**src/rtl/data_path_pkg.sv**
```systemverilog
// Shared definitions for the 8-bit computer datapath: bus width, ALU operation
// codes, bus source selects and CCR bit positions. control_unit imports the same
// package, so both blocks agree on every encoding.
// The optional logic/B-register ALU operations are enabled by DATA_PATH_LOGIC_OPS_EN.
package data_path_pkg;

    localparam int DP_WIDTH = 8;

    // ALU operation codes driven by control_unit on ALU_Sel
    typedef enum logic [2:0] {
        ALU_ADD  = 3'b000,
        ALU_SUB  = 3'b001,
        ALU_AND  = 3'b010,
        ALU_OR   = 3'b011,
        ALU_INC  = 3'b100,
        ALU_DEC  = 3'b101,
        ALU_INCB = 3'b110,
        ALU_DECB = 3'b111
    } alu_op_e;

    // Bus1 sources: feeds the ALU X operand and the memory write data
    typedef enum logic [1:0] {
        BUS1_PC   = 2'b00,
        BUS1_A    = 2'b01,
        BUS1_B    = 2'b10,
        BUS1_ZERO = 2'b11
    } bus1_sel_e;

    // Bus2 sources: the single write-back bus every register loads from
    typedef enum logic [1:0] {
        BUS2_ALU  = 2'b00,
        BUS2_BUS1 = 2'b01,
        BUS2_MEM  = 2'b10,
        BUS2_ZERO = 2'b11
    } bus2_sel_e;

    // Condition code bit positions inside CCR_Result = {N,Z,V,C}
    localparam int CCR_N = 3;
    localparam int CCR_Z = 2;
    localparam int CCR_V = 1;
    localparam int CCR_C = 0;

endpackage

```
**src/rtl/data_path_if.sv**
```systemverilog
// Control and memory bundle between control_unit/memory (master side) and the
// datapath (slave side). Carries the per-cycle load strobes, the bus/ALU selects,
// the memory read data and the datapath results returned to the sequencer.
interface data_path_if;
    import data_path_pkg::*;

    logic                IR_Load;
    logic                MAR_Load;
    logic                PC_Load;
    logic                PC_Inc;
    logic                A_Load;
    logic                B_Load;
    logic                CCR_Load;
    logic [2:0]          ALU_Sel;
    logic [1:0]          Bus1_Sel;
    logic [1:0]          Bus2_Sel;
    logic [DP_WIDTH-1:0] from_memory;
    logic [DP_WIDTH-1:0] address;
    logic [DP_WIDTH-1:0] to_memory;
    logic [DP_WIDTH-1:0] IR;
    logic [3:0]          CCR_Result;

    modport master (
        output IR_Load, MAR_Load, PC_Load, PC_Inc, A_Load, B_Load, CCR_Load,
        output ALU_Sel, Bus1_Sel, Bus2_Sel, from_memory,
        input  address, to_memory, IR, CCR_Result
    );

    modport slave (
        input  IR_Load, MAR_Load, PC_Load, PC_Inc, A_Load, B_Load, CCR_Load,
        input  ALU_Sel, Bus1_Sel, Bus2_Sel, from_memory,
        output address, to_memory, IR, CCR_Result
    );

endinterface

```
**src/rtl/data_path_alu.sv**
```systemverilog
// Combinational ALU: X comes from Bus1, Y from the B register. A 9-bit internal
// sum provides carry/borrow; N and Z are always derived from the 8-bit result.
// DATA_PATH_LOGIC_OPS_EN adds AND, OR, INCB and DECB; without it those codes
// pass X straight through with V=C=0.
module data_path_alu
    import data_path_pkg::*;
(
    input  logic [DP_WIDTH-1:0] i_x,
    input  logic [DP_WIDTH-1:0] i_y,
    input  logic [2:0]          i_aluSel,
    output logic [DP_WIDTH-1:0] o_result,
    output logic [3:0]          o_nzvc
);

    logic [DP_WIDTH:0]   w_sum;
    logic [DP_WIDTH-1:0] w_result;
    logic                w_v;
    logic                w_c;

    // Operation decode; unused codes fall back to X pass-through with clear V/C
    always_comb begin
        w_sum    = '0;
        w_result = i_x;
        w_v      = 1'b0;
        w_c      = 1'b0;
        case (i_aluSel)
            ALU_ADD: begin
                w_sum    = {1'b0, i_x} + {1'b0, i_y};
                w_result = w_sum[DP_WIDTH-1:0];
                w_c      = w_sum[DP_WIDTH];
                w_v      = (i_x[DP_WIDTH-1] == i_y[DP_WIDTH-1]) &&
                           (w_sum[DP_WIDTH-1] != i_x[DP_WIDTH-1]);
            end
            ALU_SUB: begin
                w_sum    = {1'b0, i_x} - {1'b0, i_y};
                w_result = w_sum[DP_WIDTH-1:0];
                w_c      = w_sum[DP_WIDTH];
                w_v      = (i_x[DP_WIDTH-1] != i_y[DP_WIDTH-1]) &&
                           (w_sum[DP_WIDTH-1] != i_x[DP_WIDTH-1]);
            end
            ALU_INC: begin
                w_sum    = {1'b0, i_x} + 9'd1;
                w_result = w_sum[DP_WIDTH-1:0];
                w_c      = w_sum[DP_WIDTH];
                w_v      = (i_x == 8'h7F);
            end
            ALU_DEC: begin
                w_sum    = {1'b0, i_x} - 9'd1;
                w_result = w_sum[DP_WIDTH-1:0];
                w_c      = w_sum[DP_WIDTH];
                w_v      = (i_x == 8'h80);
            end
`ifdef DATA_PATH_LOGIC_OPS_EN
            ALU_AND: begin
                w_result = i_x & i_y;
            end
            ALU_OR: begin
                w_result = i_x | i_y;
            end
            ALU_INCB: begin
                w_sum    = {1'b0, i_y} + 9'd1;
                w_result = w_sum[DP_WIDTH-1:0];
                w_c      = w_sum[DP_WIDTH];
                w_v      = (i_y == 8'h7F);
            end
            ALU_DECB: begin
                w_sum    = {1'b0, i_y} - 9'd1;
                w_result = w_sum[DP_WIDTH-1:0];
                w_c      = w_sum[DP_WIDTH];
                w_v      = (i_y == 8'h80);
            end
`endif
            default: begin
                w_result = i_x;
            end
        endcase
    end

    assign o_result = w_result;
    assign o_nzvc   = {w_result[DP_WIDTH-1], (w_result == '0), w_v, w_c};

endmodule

```
**src/rtl/data_path.sv**
```systemverilog
// Register/bus datapath of the 8-bit computer. Executes the load and select
// strobes issued each cycle by control_unit, drives MAR and write data to memory,
// and returns IR and the NZVC condition codes. No sequencing lives here.
// Optional ALU operations are enabled with DATA_PATH_LOGIC_OPS_EN (see data_path_alu).
module data_path
    import data_path_pkg::*;
#(
    parameter int                  DATA_W   = DP_WIDTH,
    parameter logic [DP_WIDTH-1:0] PC_RESET = 8'h00
)(
    input  logic          clk,
    input  logic          reset,
    data_path_if.slave    io_bus
);

    logic [DATA_W-1:0] r_pc;
    logic [DATA_W-1:0] r_ir;
    logic [DATA_W-1:0] r_mar;
    logic [DATA_W-1:0] r_a;
    logic [DATA_W-1:0] r_b;
    logic [3:0]        r_ccr;

    logic [DATA_W-1:0] w_bus1;
    logic [DATA_W-1:0] w_bus2;
    logic [DATA_W-1:0] w_aluResult;
    logic [3:0]        w_aluNzvc;

    // Bus1 source mux; the spare select drives a defined zero
    always_comb begin
        w_bus1 = '0;
        case (io_bus.Bus1_Sel)
            BUS1_PC:   w_bus1 = r_pc;
            BUS1_A:    w_bus1 = r_a;
            BUS1_B:    w_bus1 = r_b;
            default:   w_bus1 = '0;
        endcase
    end

    // Bus2 source mux shared by every register load
    always_comb begin
        w_bus2 = '0;
        case (io_bus.Bus2_Sel)
            BUS2_ALU:  w_bus2 = w_aluResult;
            BUS2_BUS1: w_bus2 = w_bus1;
            BUS2_MEM:  w_bus2 = io_bus.from_memory;
            default:   w_bus2 = '0;
        endcase
    end

    data_path_alu u_alu (
        .i_x      (w_bus1),
        .i_y      (r_b),
        .i_aluSel (io_bus.ALU_Sel),
        .o_result (w_aluResult),
        .o_nzvc   (w_aluNzvc)
    );

    // Program counter: an explicit load overrides the increment, which wraps silently
    always_ff @(posedge clk or negedge reset) begin
        if (!reset) begin
            r_pc <= PC_RESET;
        end else if (io_bus.PC_Load) begin
            r_pc <= w_bus2;
        end else if (io_bus.PC_Inc) begin
            r_pc <= r_pc + DATA_W'(1);
        end
    end

    // IR, MAR, A and B each load independently from the same Bus2 value
    always_ff @(posedge clk or negedge reset) begin
        if (!reset) begin
            r_ir  <= '0;
            r_mar <= '0;
            r_a   <= '0;
            r_b   <= '0;
        end else begin
            if (io_bus.IR_Load)  r_ir  <= w_bus2;
            if (io_bus.MAR_Load) r_mar <= w_bus2;
            if (io_bus.A_Load)   r_a   <= w_bus2;
            if (io_bus.B_Load)   r_b   <= w_bus2;
        end
    end

    // Condition codes capture the current ALU flags only when asked to
    always_ff @(posedge clk or negedge reset) begin
        if (!reset) begin
            r_ccr <= 4'b0000;
        end else if (io_bus.CCR_Load) begin
            r_ccr <= w_aluNzvc;
        end
    end

    assign io_bus.address    = r_mar;
    assign io_bus.to_memory  = w_bus1;
    assign io_bus.IR         = r_ir;
    assign io_bus.CCR_Result = r_ccr;

endmodule
```
**src/flat_wrapper.sv**
```systemverilog
// flat-port wrapper written by rule: the top's interface ports become plain ports
module data_path_flat import data_path_pkg::*;
#(
    parameter int                  DATA_W   = DP_WIDTH,
    parameter logic [DP_WIDTH-1:0] PC_RESET = 8'h00
)
  (clk, reset, io_bus_IR_Load, io_bus_MAR_Load, io_bus_PC_Load, io_bus_PC_Inc, io_bus_A_Load, io_bus_B_Load, io_bus_CCR_Load, io_bus_ALU_Sel, io_bus_Bus1_Sel, io_bus_Bus2_Sel, io_bus_from_memory, io_bus_address, io_bus_to_memory, io_bus_IR, io_bus_CCR_Result);
  data_path_if io_bus_i ();
  input  logic clk;
  input  logic reset;
  input wire logic [$bits(io_bus_i.IR_Load)-1:0] io_bus_IR_Load;
  input wire logic [$bits(io_bus_i.MAR_Load)-1:0] io_bus_MAR_Load;
  input wire logic [$bits(io_bus_i.PC_Load)-1:0] io_bus_PC_Load;
  input wire logic [$bits(io_bus_i.PC_Inc)-1:0] io_bus_PC_Inc;
  input wire logic [$bits(io_bus_i.A_Load)-1:0] io_bus_A_Load;
  input wire logic [$bits(io_bus_i.B_Load)-1:0] io_bus_B_Load;
  input wire logic [$bits(io_bus_i.CCR_Load)-1:0] io_bus_CCR_Load;
  input wire logic [$bits(io_bus_i.ALU_Sel)-1:0] io_bus_ALU_Sel;
  input wire logic [$bits(io_bus_i.Bus1_Sel)-1:0] io_bus_Bus1_Sel;
  input wire logic [$bits(io_bus_i.Bus2_Sel)-1:0] io_bus_Bus2_Sel;
  input wire logic [$bits(io_bus_i.from_memory)-1:0] io_bus_from_memory;
  output wire logic [$bits(io_bus_i.address)-1:0] io_bus_address;
  output wire logic [$bits(io_bus_i.to_memory)-1:0] io_bus_to_memory;
  output wire logic [$bits(io_bus_i.IR)-1:0] io_bus_IR;
  output wire logic [$bits(io_bus_i.CCR_Result)-1:0] io_bus_CCR_Result;
  assign io_bus_i.IR_Load = io_bus_IR_Load;
  assign io_bus_i.MAR_Load = io_bus_MAR_Load;
  assign io_bus_i.PC_Load = io_bus_PC_Load;
  assign io_bus_i.PC_Inc = io_bus_PC_Inc;
  assign io_bus_i.A_Load = io_bus_A_Load;
  assign io_bus_i.B_Load = io_bus_B_Load;
  assign io_bus_i.CCR_Load = io_bus_CCR_Load;
  assign io_bus_i.ALU_Sel = io_bus_ALU_Sel;
  assign io_bus_i.Bus1_Sel = io_bus_Bus1_Sel;
  assign io_bus_i.Bus2_Sel = io_bus_Bus2_Sel;
  assign io_bus_i.from_memory = io_bus_from_memory;
  assign io_bus_address = io_bus_i.address;
  assign io_bus_to_memory = io_bus_i.to_memory;
  assign io_bus_IR = io_bus_i.IR;
  assign io_bus_CCR_Result = io_bus_i.CCR_Result;
  data_path #(.DATA_W(DATA_W), .PC_RESET(PC_RESET)) u_core (.clk(clk), .reset(reset), .io_bus(io_bus_i));
endmodule
```
**config.mk**
```make
export PLATFORM = sky130hd
export DESIGN_NAME = data_path_flat
export DESIGN_NICKNAME = d
export VERILOG_FILES = /design/src/rtl/data_path_pkg.sv /design/src/rtl/data_path_if.sv /design/src/rtl/data_path_alu.sv /design/src/rtl/data_path.sv /design/src/flat_wrapper.sv
export SDC_FILE = /design/constraint.sdc
export NUM_CORES = 1
export LEC_CHECK = 0
export BUFFER_PORTS_ARGS = -buffer_cell sky130_fd_sc_hd__buf_2
export CAP_MARGIN = 25
export CORE_ASPECT_RATIO = 0.75
export CORE_UTILIZATION = 50
export DETAILED_ROUTE_END_ITERATION = 7
export PLACE_DENSITY_LB_ADDON = 0.15
export SLEW_MARGIN = 20
export SYNTH_ARGS = -nofsm -noshare
export SYNTH_HDL_FRONTEND = slang
export SYNTH_SLANG_ARGS = --single-unit
```
**constraint.sdc**
```tcl
create_clock -name clk -period 3.7 [get_ports clk]
set_clock_uncertainty 0.05 [all_clocks]
set_input_delay 0.185 -clock clk [delete_from_list [all_inputs] [get_ports clk]]
set_output_delay 0.185 -clock clk [all_outputs]
set_load 0.02 [all_outputs]
```
==> out/results.tsv, run 1 <==
metric	value	unit
DRT iter0 DRCs	303	
CTS Buf Count	5	
CTS clk-pin slew, worst paths	0.09	ns
final setup violation count	0	
reg2reg setup slack	0.20	ns
area share of the largest cell type after synthesis	30.3	%
port bufs	51	
Final Net Count	523	
Final Cycle Share	94.6	%
Synth area leader	dfrtp_1	
DPL Wire Length	7720	um
Core Rows	26	
critical path class	flop to flop	
Die X	100	um
Slew Limit Fails	0	
synthesis-to-layout area growth	11.5	%
internal power	0.00105	W
CP arrival	3.62	ns
Die Ht	75.8	um
placed instance area	3890	um2
Routed WL per cell	17.3	um
TritonRoute pass-1 iters	5	
slew margin rel.	54.7	%
DRC errors left	0	
P_sw	0.000705	W
critical-path maximum fanout	6	
first-pass GRT wire length	16100	um
Crit path required time	3.82	ns
Ports	52	
synthesized instance count	432	
post-synth cell types	68	
XOR/XNOR Fraction of Synth Area	4.10	%
main combinational cell family by area after synthesis	compound AO/OA/AOI/OAI gates	
adder-cell share of the synthesized area	7.93	%
Mean Syn Cell Area	8.40	um2
CTS tree	done	
largest net degree at the start of global routing	45	
Tot Pwr	0.00175	W
CP endpoint kind	flop	
Reg area	1100	um2
sequential cell area fraction in the yosys report	30.3	%
fin area	4050	um2
Period minus WS final	3.50	ns
RSZ-0062 raised after global routing	no	
Die Footprint	7610	um2
Reg power frac	34.9	%
multi-input combinational cell area	2240	um2
GP Congestion	0.953	
H-tree depth	2	
final hold vios	0	
gr usage total	27.7	%
Synth Flop Type	dfrtp_1	
Initial Util	52.4	%
ys async rst share	100	%
total wire length	10000	um
Synth Area in Simple Gates	19.1	%
Sink Count	44	
Setup TNS Final	0	ns
Peak VDD IR	280	uV
root buf cell	clkbuf_8	
Placed Instances	567	
utilization of the core after routing	58.4	%
Overflow after GRT	0	
combinational share of power	43.7	%
Synth warnings	0	
Clock Latency Late Sink	0.30	ns
Non-Filler Instances	577	
synthesized area	3630	um2
total core area	6930	um2
Synth Area in Compound Gates	25.8	%
number of global-route vias before repair	3106	
Startpoint Class	flop	
Clock Tree Buf Depth	2	
Antenna Nets Post-Route	0	
layout cells sized above 1	19.6	%
setup bufs post-CTS	0	
number of fill cells	657	
clock share of power	21.4	%
outcome	completed	
main area contributors after synthesis	dfrtp_1 (30%), a21oi_1 (8.4%), ha_1 (6.6%)	
initial antenna violation count	0	
Lkg Pwr	1.84	nW
Fmax	0.286	GHz
max-cap violation count	0	
power density cells	433	nW/um2
n_diodes	0	
worst slew pin tran	0.673	ns
post-synthesis mux area share	4.48	%
switch share	40.2	%
Yosys reg bits	44	
EDFF count, synth	0	
number of vias per cell	5.86	
Net Count, Synth	477	
worst hold path class	input port to flop	
via count	3379	
==> metrics by stage <==
step	hold slack (ns)	worst slack [ns]
global route	0.132	0.00691
detailed placement	0.350	0.128
floorplan	-0.161	0.554
finish	0.120	0.198
global placement	0.343	0.114
CTS	0.0179	0.202
==> synthesized netlist by cell type, drive strengths merged, types with 2 or more instances <==
cell,number
a211oi,5
dlygate4sd1,5
a31oi,5
dfrtp,44
nor4b,2
o21a,2
nor3,8
o31ai,6
nor3b,2
clkbuf,10
a211o,4
nand3b,2
o21bai,3
o2bb2ai,4
mux2i,14
and3,7
buf,11
o211ai,3
o21ai,21
nand3,12
ha,19
a21o,4
xor2,4
xnor2,13
a21oi,62
nand2,20
a2bb2oi,7
nand4,9
o31a,2
nor4,2
nand4b,2
mux2,2
nor2b,7
inv,25
nor2,62
fa,2
==> critical path, cell delays in order (launching register included) <==
cell,delay [ns]
dfrtp_1,0.47
mux2i_1,0.27
a2bb2oi_2,0.27
inv_2,0.12
ha_1,0.26
fa_1,0.41
a21oi_1,0.24
nor2_1,0.07
o31ai_1,0.24
xnor2_1,0.15
a2111oi_1,0.44
o32a_1,0.31
a21oi_1,0.10
==> area by class of cell <==
type	instances	share of cell area (%)
clock buffer	5	1.70
clock inverter	3	1.05
inverter	26	2.41
multi-input combinational	336	55.3
sequential	44	27.2
tap	98	3.03
timing repair buffer	65	9.28
==> worst paths after layout <==
check,cells past startpoint,startpoint,end
worst min-delay path,3,io_bus_CCR_Load,u_core.io_bus.CCR_Result[1]
worst max-delay path,12,u_core.r_b[0],u_core.r_a[4]
max in group asynchronous,3,reset,u_core.r_a[0]
min in group asynchronous,2,reset,u_core.r_b[7]
worst max register to register,12,u_core.r_b[0],u_core.r_a[4]
worst min register to register,2,u_core.io_bus.CCR_Result[3],u_core.io_bus.CCR_Result[3]
==> power groups by stage <==
| stage | Sequential [W] | Clock (W) | Combinational (W) |
|---|---|---|---|
| 6_report | 0.000612 | 0.000374 | 0.000766 |
| 5_1_grt | 0.000621 | 0.000395 | 0.000846 |
| 4_1_cts | 0.000610 | 0.000383 | 0.000752 |
| 3_5_place_dp | 0.000618 | 0 | 0.000749 |
| 3_3_place_gp | 0.000617 | 0 | 0.000740 |
| 2_1_floorplan | 0.000636 | 0 | 0.000520 |
==> what timing repair did <==
| action | 4_1_cts | 5_1_grt |
|---|---|---|
| hold buffers | 0 | 1 |
| gates resized for setup | 0 | 3 |
| hold endpoints to repair | 0 | 11 |
| endpoints found under the setup margin | 0 | 11 |
==> sequential cells by signal, indices dropped and copies added (netlist names) <==
register                  flops
u_core.io_bus.IR              8
u_core.io_bus.address         8
u_core.r_a                    8
u_core.r_b                    8
u_core.r_pc                   8
u_core.io_bus.CCR_Result      4
==> kinds of logic after synthesis <==
group | Yosys count
AND/OR/NAND/NOR | 141
AO/OA/AOI/OAI | 140
buffers and inverters | 52
flip-flops | 44
adder cells (fa/ha/maj) | 22
XOR/XNOR | 17
multiplexers | 16
==> routing by layer <==
metal	wire (um)	share of wire (%)	GRT usage [%]
met1	4970	50	41.9
met2	4120	41	39.4
met3	818	8.2	5.96
met4	101	1.0	7.89
met5	0	0	0
==> cells in the final DEF, fill, tap and decap left out, types with 3 or more instances in the layout <==
cell	count
nor2_1	62
a21oi_1	60
buf_2	51
dfrtp_1	44
inv_1	21
o21ai_0	21
nand2_1	20
ha_1	19
mux2i_1	14
xnor2_1	13
nand3_1	12
buf_4	12
nand4_1	9
nor3_1	8
nor2b_1	7
and3_1	7
o31ai_1	6
a31oi_1	5
a211oi_1	5
clkbuf_8	5
inv_2	4
a211o_1	4
xor2_1	4
a2bb2oi_2	3
a2bb2oi_1	3
o211ai_1	3
o21bai_1	3
a21o_1	3
Note: power is estimated with default switching activity, not from simulation.
==> inputs of run 2 (changes only) <==
==> constraint.sdc (replaced) <==
create_clock -name clk -period 3.7 [get_ports clk]
set_clock_uncertainty 0.05 [all_clocks]
set_input_delay 0 -clock clk [delete_from_list [all_inputs] [get_ports clk]]
set_output_delay 0 -clock clk [all_outputs]
set_load 0.02 [all_outputs]
==> run 2 against run 1 <==
Compared with the run above:
- largest power group unchanged
- critical path type unchanged
- total power is 1.5% higher
- largest cell class unchanged
- utilization increased by 0.27 points
- clock-buffer cell count up 1
- worst hold slack worse by 0.099 ns
- register-to-register slack worse by 0.02 ns
==> out/results.tsv, run 2 (same netlist as run 1, synthesis figures left out) <==
metric	value	unit	change
critical-path maximum fanout	6		unchanged
most common cell after layout, fill and taps aside	nor2_1		
CTS clk-pin slew, worst paths	0.09	ns	about the same
Sink Count	44		unchanged
H-tree depth	2		unchanged
slew margin rel.	38.9	%	-16 points
worst slew pin tran	0.915	ns	+0.242 ns
number of fill cells	632		-3.8%
number of vias per cell	5.93		+1.3%
final hold vios	0		unchanged
gr usage total	26.9	%	-0.83 points
Period minus WS final	3.52	ns	+0.0208 ns
DPL Wire Length	7810	um	+1.2%
CTS tree	done		
Die Ht	75.8	um	unchanged
Lkg Pwr	1.85	nW	+0.57%
largest net degree at the start of global routing	45		unchanged
port bufs	51		unchanged
CP endpoint kind	flop		
CP arrival	3.66	ns	+0.04 ns
worst hold path class	input port to flop		
Antenna Nets Post-Route	0		unchanged
critical path class	flop to flop		
most frequent cells in the layout	nor2_1 (62), a21oi_1 (60), buf_2 (51)		
final setup violation count	0		unchanged
Top delay family on crit path	compound AO/OA/AOI/OAI gates		
critical path's slowest cell	dfrtp_1		
met1 usage	40.7	%	-1.2 points
TritonRoute pass-1 iters	5		unchanged
Die Footprint	7610	um2	unchanged
Clock Latency Late Sink	0.30	ns	about the same
Slew Limit Fails	0		unchanged
DRT iter0 DRCs	277		-8.6%
outcome	completed		
via count	3430		+1.5%
synthesis-to-layout area growth	12.0	%	
max-cap violation count	0		unchanged
Ports	52		unchanged
total wire length	10200	um	+1.9%
Crit path required time	3.84	ns	+0.02 ns
M3 GR Usage	4.59	%	-1.4 points
GP Congestion	0.934		-2.0%
total core area	6930	um2	unchanged
DRC errors left	0		unchanged
initial antenna violation count	0		unchanged
Final Net Count	524		+0.19%
n_diodes	0		unchanged
Tot Pwr	0.00178	W	+1.5%
Worst Path Buf+Inv	1		unchanged
Final Cycle Share	95.2	%	+0.56 points
Cell Chain, Critical Path	mux2i_1, a2bb2oi_2, inv_2, ha_1, fa_1, nor2_1, a21oi_1, xnor2_1, o221ai_1, a22o_1, nor4b_1, nand3_1, o41ai_2		
Clock Tree Buf Depth	2		unchanged
Fmax	0.284	GHz	-0.59%
Core Rows	26		unchanged
root buf cell	clkbuf_8		
Routed WL per cell	17.6	um	+1.8%
number of global-route vias before repair	2998		-3.5%
first-pass GRT wire length	15700	um	-2.2%
Overflow after GRT	0		unchanged
busiest grt layer	met2		
met2 Use GR	40.8	%	+1.4 points
crit-path max cell delay	0.46	ns	about the same
power density cells	437	nW/um2	+1.0%
Die X	100	um	unchanged
CTS Buf Count	5		unchanged
Startpoint Class	flop		
Peak VDD IR	236	uV	-16%
layout cells sized above 1	19.6	%	-0.041 points
Setup TNS Final	0	ns	unchanged
Initial Util	52.4	%	unchanged
run 2: cell types whose count changed in the layout (fill, tap and decap cells not counted):
| cell | previous run | this run |
|---|---|---|
| nor4b_2 | 2 | 1 |
| clkinv_2 | 1 | 0 |
| clkinv_4 | 0 | 1 |
| a2111oi_2 | 0 | 1 |
| a2111oi_1 | 1 | 0 |
| nor4b_1 | 0 | 1 |
| clkbuf_8 | 5 | 6 |
| clkinvlp_4 | 1 | 0 |
| dlygate4sd3_1 | 1 | 2 |
run 2: cell type report:
cell class | count | area (um2) | share of cell area [%]
Clock inverter | 2 | 38.8 | 0.954
Clock buffer | 6 | 82.6 | 2.03
Multi-Input combinational cell | 336 | 2240 | 55.0
Sequential cell | 44 | 1100 | 27.1
Tap cell | 98 | 123 | 3.02
Inverter | 26 | 97.6 | 2.40
Timing Repair Buffer | 66 | 385 | 9.48
run 2: worst register-to-register path, stage by stage, from the launching register on:
cell and delay, ns:
dfrtp_1 0.46, mux2i_1 0.27, a2bb2oi_2 0.28, inv_2 0.12, ha_1 0.26, fa_1 0.42
nor2_1 0.11, a21oi_1 0.06, xnor2_1 0.20, o221ai_1 0.15, a22o_1 0.27, nor4b_1 0.35
nand3_1 0.19, o41ai_2 0.25
run 2: through the flow:
step                utilization [%]  cells  cell area (um2)  hold WS [ns]  worst slack [ns]
floorplan                         -    432             3630        -0.346             0.579
global placement               56.0    565             3880         0.151            0.0184
detailed placement             56.0    565             3880         0.161           -0.0314
CTS                            58.0    575             4020        0.0179            0.0427
global route                   58.7    578             4070        0.0366          -0.00615
finish                         58.7    578             4070        0.0209             0.178
run 2: path summary, 6_finish.rpt:
| path | from | end | slack (ns) | depth (start not counted) |
|---|---|---|---|---|
| setup / recovery | u_core.r_b[0] | u_core.io_bus.CCR_Result[2] | 0.18 | 13 |
| hold / removal | io_bus_IR_Load | u_core.io_bus.IR[3] | 0.02 | 2 |
| setup reg to reg | u_core.r_b[0] | u_core.io_bus.CCR_Result[2] | 0.18 | 13 |
| hold reg to reg | u_core.io_bus.CCR_Result[3] | u_core.io_bus.CCR_Result[3] | 0.46 | 2 |
| max in group asynchronous | reset | u_core.r_a[0] | 3.01 | 3 |
| min in group asynchronous | reset | u_core.r_pc[6] | 0.10 | 2 |
run 2: timing repair:
action,CTS,global route
setup buffers,0,2
endpoints found under the hold margin,46,0
resized for setup,0,3
setup endpoints to repair,0,21
hold buffers,2,0
run 2: metal layers:
layer  part of all wire (%)  vias to the layer above
li1                       -                     1641
met1                     49                     1623
met2                     43                      155
met3                    7.6                       11
met4                   0.84                        0
met5                      0                        -
run 2: power breakdown:
group | total [W] | internal (W) | switching, W
clock | 0.000391 | 0.000221 | 0.000170
sequential | 0.000612 | 0.000546 | 0.0000661
combinational | 0.000775 | 0.000304 | 0.000471
==> inputs of run 3 (changes only) <==
Settings changed: REMOVE_ABC_BUFFERS set to 1.
Clock period 3.7 ns to 4.46 ns, I/O delays scaled along.
==> run 3 against run 2 <==
Compared with the run above:
- combinational power down 22%
- die area unchanged
- final cell count down 2.1%
- utilization down 1.6 points
- clock power down 16%
- wire length down 5.6%
- first-iteration DRC count down 34%
- worst setup slack better by 0.51 ns
- global-route usage down 0.30 points
- critical endpoint is now u_core.r_pc[4]
==> out/results.tsv, run 3 (same netlist as run 1, synthesis figures left out) <==
metric	value	unit	change
CTS tree	done		
Clock Latency Late Sink	0.30	ns	about the same
Die Ht	75.8	um	unchanged
hold path depth	2		unchanged
Reg power frac	35.1	%	+0.7 points
most frequent cells in the layout	nor2_1 (62), a21oi_1 (61), buf_2 (50)		
gr usage total	26.6	%	-0.30 points
total wire length	9630	um	-5.6%
Overflow after GRT	0		unchanged
reg2reg setup slack	0.69	ns	+0.51 ns
final setup violation count	0		unchanged
worst slew pin tran	0.640	ns	-0.275 ns
synthesis-to-layout area growth	9.00	%	
worst hold path class	input port to flop		
CP Capture Point	u_core.r_pc[4]		
GP Congestion	0.916		-1.9%
slew margin rel.	56.9	%	+18 points
outcome	completed		
Die X	100	um	unchanged
CTS clk-pin slew, worst paths	0.09	ns	about the same
critical-path maximum fanout	7		+1
DPL Wire Length	7350	um	-5.9%
CTS Buf Count	5		unchanged
Critical Path Source	u_core.r_b[0]		
total core area	6930	um2	unchanged
Setup TNS Final	0	ns	unchanged
Final Cycle Share	84.5	%	-11 points
port bufs	51		unchanged
largest net degree at the start of global routing	45		unchanged
H-tree depth	2		unchanged
R2R depth	12		-1
combinational share of power	42.1	%	-1.5 points
first-pass GRT wire length	15400	um	-1.6%
critical path class	flop to flop		
Startpoint Class	flop		
RSZ-0062 raised after global routing	no		
Sink Count	44		unchanged
Core Rows	26		unchanged
Peak VDD IR	199	uV	-16%
clock share of power	22.8	%	+0.8 points
internal power	0.000867	W	-19%
Fmax	0.265	GHz	-6.6%
initial antenna violation count	0		unchanged
P_sw	0.000574	W	-19%
TritonRoute pass-1 iters	4		-1
power density cells	364	nW/um2	-17%
Crit path required time	4.59	ns	+0.75 ns
n_diodes	0		unchanged
Die Footprint	7610	um2	unchanged
Period minus WS final	3.77	ns	+0.248 ns
Tot Pwr	0.00144	W	-19%
number of vias per cell	5.93		about the same
DRC errors left	0		unchanged
Antenna Nets Post-Route	0		unchanged
CP endpoint kind	flop		
Routed WL per cell	17.0	um	-3.6%
layout cells sized above 1	17.1	%	-2.5 points
root buf cell	clkbuf_8		
Ports	52		unchanged
Lkg Pwr	1.78	nW	-3.4%
via count	3359		-2.1%
Initial Util	52.4	%	unchanged
switch share	39.8	%	+0.081 points
Slew Limit Fails	0		unchanged
DRT iter0 DRCs	183		-34%
max-cap violation count	0		unchanged
Final Net Count	512		-2.3%
most common cell after layout, fill and taps aside	nor2_1		
CP arrival	3.90	ns	+0.24 ns
final hold vios	0		unchanged
Worst R2R Start	u_core.r_b[0]		
number of global-route vias before repair	3020		+0.73%
Clock Tree Buf Depth	2		unchanged
reg2reg end	u_core.r_pc[4]		
==> run 3: final cells by class <==
cell class | count | area, um2
fillers | 660 | 2970
multi-input cells | 336 | 2230
flip-flops and latches | 44 | 1100
repair buffers | 54 | 285
well taps | 98 | 123
inverters | 26 | 97.6
clock buffers | 6 | 82.6
clock inverters | 2 | 38.8
==> run 3: metal layers <==
layer	GRT usage [%]	wire [um]	up-vias
met1	39.9	4800	1588
li1	-	-	1623
met3	5.50	806	11
met2	39.5	3930	137
met5	0	0	-
met4	5.31	93	0
==> run 3: repair_timing <==
action,4_1_cts,5_1_grt
setup buffers,0,0
hold buffers,2,0
gates resized for setup,0,0
hold endpoints to repair,46,0
==> run 3: power groups by stage <==
stage / sequential [W] / clock (W) / combinational, W
floorplan: 0.000530 / 0 / 0.000398
global placement: 0.000511 / 0 / 0.000591
detailed placement: 0.000514 / 0 / 0.000597
CTS: 0.000506 / 0.000334 / 0.000601
global route: 0.000514 / 0.000351 / 0.000675
finish: 0.000506 / 0.000329 / 0.000607
==> run 3: through the flow <==
stage / cells / hold WS (ns) / utilization, % / setup WS, ns / instance area (um2)
global placement: 556 / 0.160 / 55.0 / 0.735 / 3810
global route: 566 / 0.0363 / 57.1 / 0.278 / 3960
CTS: 566 / 0.0190 / 57.0 / 0.737 / 3950
finish: 566 / 0.0237 / 57.1 / 0.690 / 3960
detailed placement: 556 / 0.173 / 55.0 / 0.758 / 3810
floorplan: 406 / -0.346 / - / 1.35 / 3430
==> run 3: critical path, stage by stage (launching register included) <==
cell and delay, ns:
dfrtp_1 0.46, mux2i_1 0.24, a2bb2oi_2 0.37, inv_2 0.14
ha_1 0.26, fa_1 0.41, a21oi_1 0.28, nor2_1 0.07
o31ai_1 0.25, xnor2_1 0.15, a2111oi_0 0.53, o32a_1 0.33
a21oi_1 0.10
==> run 3: worst min-delay path by stage <==
| stage | from | endpoint |
|---|---|---|
| after detailed placement | reset | u_core.r_b[7] |
| after CTS | io_bus_PC_Inc | u_core.r_pc[0] |
| final | io_bus_IR_Load | u_core.io_bus.IR[7] |
| after floorplan | reset | u_core.io_bus.CCR_Result[0] |
| after global placement | reset | u_core.io_bus.CCR_Result[0] |
| after global routing | io_bus_IR_Load | u_core.io_bus.IR[7] |
